===== src/rtl/input_debounce.sv =====
// Per-channel pushbutton debouncer: two-flop synchroniser, 1 ms prescaler, stability counters.
// Optional sticky press latch on `events`, built only when INPUT_DEBOUNCE_EVENT_LATCH_EN is defined.
module input_debounce #(
  parameter int unsigned WIDTH            = 4,
  parameter int unsigned sysclk_frequency = 1330,
  parameter int unsigned debounce_ms      = 10,
  parameter bit          invert           = 1'b1
) (
  input  logic             clk,
  input  logic             reset,
  input  logic [WIDTH-1:0] raw_in,
  output logic [WIDTH-1:0] level,
  output logic [WIDTH-1:0] pressed,
  output logic [WIDTH-1:0] released,
  input  logic [WIDTH-1:0] event_clr,
  output logic [WIDTH-1:0] events
);

  localparam int unsigned PRESC_TOP = sysclk_frequency * 100 - 1;
  localparam int unsigned PRESC_W   = $clog2(PRESC_TOP + 1);
  localparam int unsigned CNT_W     = 8;
  localparam logic [PRESC_W-1:0] PRESC_MAX = PRESC_W'(PRESC_TOP);
  localparam logic [CNT_W-1:0]   CNT_LAST  = CNT_W'(debounce_ms - 1);
  // Raw level of a released button; also what the synchroniser holds in reset.
  localparam logic [WIDTH-1:0]   RAW_IDLE  = {WIDTH{invert}};

  logic [WIDTH-1:0]   sync1_q, sync1_d;
  logic [WIDTH-1:0]   sync2_q, sync2_d;
  logic [PRESC_W-1:0] presc_q, presc_d;
  logic [CNT_W-1:0]   cnt_q [WIDTH];
  logic [CNT_W-1:0]   cnt_d [WIDTH];
  logic [WIDTH-1:0]   level_q, level_d;
  logic [WIDTH-1:0]   pressed_q, pressed_d;
  logic [WIDTH-1:0]   released_q, released_d;
  logic [WIDTH-1:0]   sync_in;
  logic               tick;

  // Synchroniser chain and polarity normalisation.
  always_comb begin
    sync1_d = raw_in;
    sync2_d = sync1_q;
    sync_in = sync2_q ^ RAW_IDLE;
  end

  // 1 ms time base.
  always_comb begin
    tick    = (presc_q == PRESC_MAX);
    presc_d = tick ? '0 : presc_q + PRESC_W'(1);
  end

  // Stability counters: any match clears, a mismatch advances once per tick.
  always_comb begin
    cnt_d      = cnt_q;
    level_d    = level_q;
    pressed_d  = '0;
    released_d = '0;
    for (int i = 0; i < WIDTH; i++) begin
      if (sync_in[i] == level_q[i]) begin
        cnt_d[i] = '0;
      end else if (tick) begin
        if (cnt_q[i] == CNT_LAST) begin
          cnt_d[i]      = '0;
          level_d[i]    = sync_in[i];
          pressed_d[i]  = sync_in[i];
          released_d[i] = ~sync_in[i];
        end else begin
          cnt_d[i] = cnt_q[i] + CNT_W'(1);
        end
      end
    end
  end

  always_ff @(posedge clk) begin
    if (reset) begin
      sync1_q    <= RAW_IDLE;
      sync2_q    <= RAW_IDLE;
      presc_q    <= '0;
      cnt_q      <= '{default: '0};
      level_q    <= '0;
      pressed_q  <= '0;
      released_q <= '0;
    end else begin
      sync1_q    <= sync1_d;
      sync2_q    <= sync2_d;
      presc_q    <= presc_d;
      cnt_q      <= cnt_d;
      level_q    <= level_d;
      pressed_q  <= pressed_d;
      released_q <= released_d;
    end
  end

  assign level    = level_q;
  assign pressed  = pressed_q;
  assign released = released_q;

`ifdef INPUT_DEBOUNCE_EVENT_LATCH_EN
  logic [WIDTH-1:0] events_q, events_d;

  // Set wins over clear so a press arriving with a clear is never lost.
  always_comb begin
    events_d = (events_q & ~event_clr) | pressed_q;
  end

  always_ff @(posedge clk) begin
    if (reset) begin
      events_q <= '0;
    end else begin
      events_q <= events_d;
    end
  end

  assign events = events_q;
`else
  logic [WIDTH-1:0] unused_event_clr;
  assign unused_event_clr = event_clr;
  assign events           = '0;
`endif

endmodule

===== config.mk =====
export PLATFORM = sky130hd
export DESIGN_NAME = input_debounce
export DESIGN_NICKNAME = d
export VERILOG_FILES = /design/src/rtl/input_debounce.sv
export SDC_FILE = /design/constraint.sdc
export NUM_CORES = 1
export LEC_CHECK = 0
export CORE_MARGIN = 10
export CORE_UTILIZATION = 52
export DETAILED_ROUTE_END_ITERATION = 7
export HOLD_SLACK_MARGIN = 0.08
export PLACE_DENSITY = 0.86
export SETUP_SLACK_MARGIN = 0.02
export SYNTH_ARGS = -nofsm -noshare
export SYNTH_HDL_FRONTEND = slang
export SYNTH_SLANG_ARGS = --single-unit

===== constraint.sdc =====
create_clock -name clk -period 2.2 [get_ports clk]
set_clock_uncertainty 0.2 [all_clocks]
set_input_delay 0.22 -clock clk [delete_from_list [all_inputs] [get_ports clk]]
set_output_delay 0.22 -clock clk [all_outputs]
set_load 0.02 [all_outputs]

==> reports/metrics.cfg <==
[hold_path]
hp-class=reg -> reg

[route]
first_iter_violations=208
vias=2882
vias_per_cell=5.91
drc=0
dr.pass1.iters=4
wirelength_mm=7.47
drtAntennaViolNets=0
wl_per_cell_um=15.3

[synth]
netlist_area_sq_mm=0.00327
synthArstFlopShare_pct=0
ys_seq_area_share_pct=42.8
ys_top_cells_by_area=dfxtp_1, or4_1, a21oi_1, o31ai_1, ha_1
syn_area_per_cell_sq_um=8.80
synth_ff_type=dfxtp_1
synth_top_cell_area_share_pct=42.8
yosysTopAreaCell=dfxtp_1
synth-edff-count=0
netlist_instances=372
synth.distinct_cells=33
ys_warn_count=0
ys_ff_latch=70

[worst_setup_path]
crit_buf_inv=1
cp_top_family=simple AND/OR/NAND/NOR gates
crit_chain=or4b_4, or3_4, buf_12, or4_4, a21oi_2
cp_slowest_cell=or4b_4
crit_fanout=24
critPathArrivalTime_ns=2.45
critPathLaunchType=flip-flop
crit_required_ns=2.29
cpPeakStageDelay_ns=0.55
critPathKind=reg -> reg
end_kind=flip-flop

[power]
p_clk_share_pct=46.7
netSwitchingFraction_pct=23.0
p_leak_nw=1.30
p_per_area_mw_per_mm2=624
power_frac_comb_pct=3.1
p_switching_uw=587
peakVddDrop_uv=479
p_int_mw=1.97
seqPwrFrac_pct=50.2

[cells_and_area]
mostFrequentLayoutCell=dfxtp_1
multi_input_area_sq_mm=0.00186
diodes=0
area_growth_pct=25.2
layout.nets=427
n_fill_cell=437
seq_area_sq_mm=0.00140
postLayoutCellArea_sq_mm=0.00410
final_cell_mix=dfxtp_1, nor2_1, a21oi_1, or4_1, buf_4
drive_gt1_share_pct=22.5

[placement]
dpl_cell_area_sq_mm=0.00371
post-place-ws_ns=-0.296
hpwl_mm=4.66
gp_congestion=0.835
port_buffers=17

[die]
io_pins=26
start_util_pct=54.3
die-area_sq_mm=0.00986
die_h_um=99.3
die_w_um=99.3
row_count=28
core_sq_mm=0.00603

[sta]
fin_setup_tns_ns=-3.77
maxSlewViolCount=0
hold_viol=0
period_minus_slack_ns=2.36
setup_viol=52
layout_setup_ws_ns=-0.161
fin_crit_sh_pct=107
max_freq_mhz=423
rsz0062_at_grt=yes

[clocking]
cts_tree=built
cts-htree-levels=3
cts_buffer_depth=2
clk_latency_ns=0.35
cts_buffers=9
cts_root_buffer=clkbuf_8
clk_pin_slew_ns=0.09
cts_sinks=70

[status]
failed_checks=negative setup slack
outcome=complete, but fails checks

[global_routing]
grt_pass1_wl_mm=12.8
grt_pass1_vias=2775
overflow=0
groute.usage.overall_pct=15.2
grt_max_degree=74
antenna_found_initial=0

[run]
drv_cap=0

-- cells by family (layout without fill, tap and decap cells) --
family	Yosys count	after routing	synth area share, %
XOR/XNOR	14	14	3.75
AO/OA/AOI/OAI	77	77	14.7
flip-flops	70	70	42.8
multiplexers	4	4	1.38
adder cells (fa/ha/maj)	9	9	3.44
buffers and inverters	36	74	5.54
AND/OR/NAND/NOR	161	161	28.2
other	1	4	0.115
-- cells in the mapped netlist (all sizes together), types with 2 or more instances --
cell type and number:
o21ai 10, nor4b 6, nor2b 4, clkbuf 15, nor3 8, inv 11
xnor2 11, o31ai 28, dfxtp 70, or2 12, ha 9, and2 3
a21oi 38, nand2 19, nor4 12, mux2 4, or3 11, xor2 3
or4 26, buf 10, and3 2, nand3 18, nor2 26, nor3b 2
and4 3, nand4 8
-- power groups by stage --
stage	clock (mW)	combinational [mW]	sequential (mW)
finish	1.19	0.0787	1.28
global route	1.26	0.0882	1.28
CTS	1.20	0.0779	1.28
detailed placement	0	0.0760	1.31
global placement	0	0.0727	1.31
floorplan	0	0.0473	1.31
-- registers in the layout, indices dropped and copies added (netlist names) --
name      count
level         4
released      4
sync1_q       4
pressed       4
presc_q      18
sync2_q       4
cnt_q        32
-- worst paths after layout --
path                from         end  slack (ns)  cells after the start
min reg2reg   sync1_q[2]  sync2_q[2]        0.22                      1
min           sync1_q[2]  sync2_q[2]        0.22                      1
max reg2reg  presc_q[16]   cnt_q[19]       -0.16                      5
max          presc_q[16]   cnt_q[19]       -0.16                      5
-- metrics by stage --
step                total power [mW]  instances  util, %  hold slack, ns
floorplan                       1.36        375        -           0.124
global placement                1.38        470     61.6           0.192
detailed placement              1.39        470     61.6           0.195
CTS                             2.57        488     66.8           0.215
global route                    2.63        488     68.0           0.230
finish                          2.56        488     68.0           0.216
-- what timing repair did --
action / 4_1_cts / 5_1_grt
setup buffers: 1 / 0
pin swaps: 2 / 4
hold buffers: 0 / 0
setup endpoints to repair: 54 / 54
gates resized for setup: 12 / 18
cloned: 1 / 0
-- worst register-to-register path: stages, from the launching register on --
cell and delay (ns):
dfxtp_2 0.34, or4b_4 0.55, or3_4 0.38, buf_12 0.18, or4_4 0.52, a21oi_2 0.13
-- routing by layer --
metal | vias to the layer above | GRT usage, % | part of all wire [%]
met4 | 0 | 5.73 | 1.7
met5 | - | 0 | 0
met3 | 15 | 4.01 | 3.8
met2 | 51 | 26.1 | 52
li1 | 1433 | - | -
met1 | 1383 | 17.7 | 42
-- final cells by class --
| class | count | share of cell area [%] |
|---|---|---|
| Clock buffer | 9 | 3.02 |
| Clock inverter | 7 | 2.54 |
| Inverter | 11 | 1.01 |
| Multi-Input combinational cell | 269 | 45.4 |
| Sequential cell | 70 | 34.2 |
| Tap cell | 75 | 2.29 |
| Timing Repair Buffer | 47 | 11.5 |
Note: power is estimated with default switching activity, not from simulation.
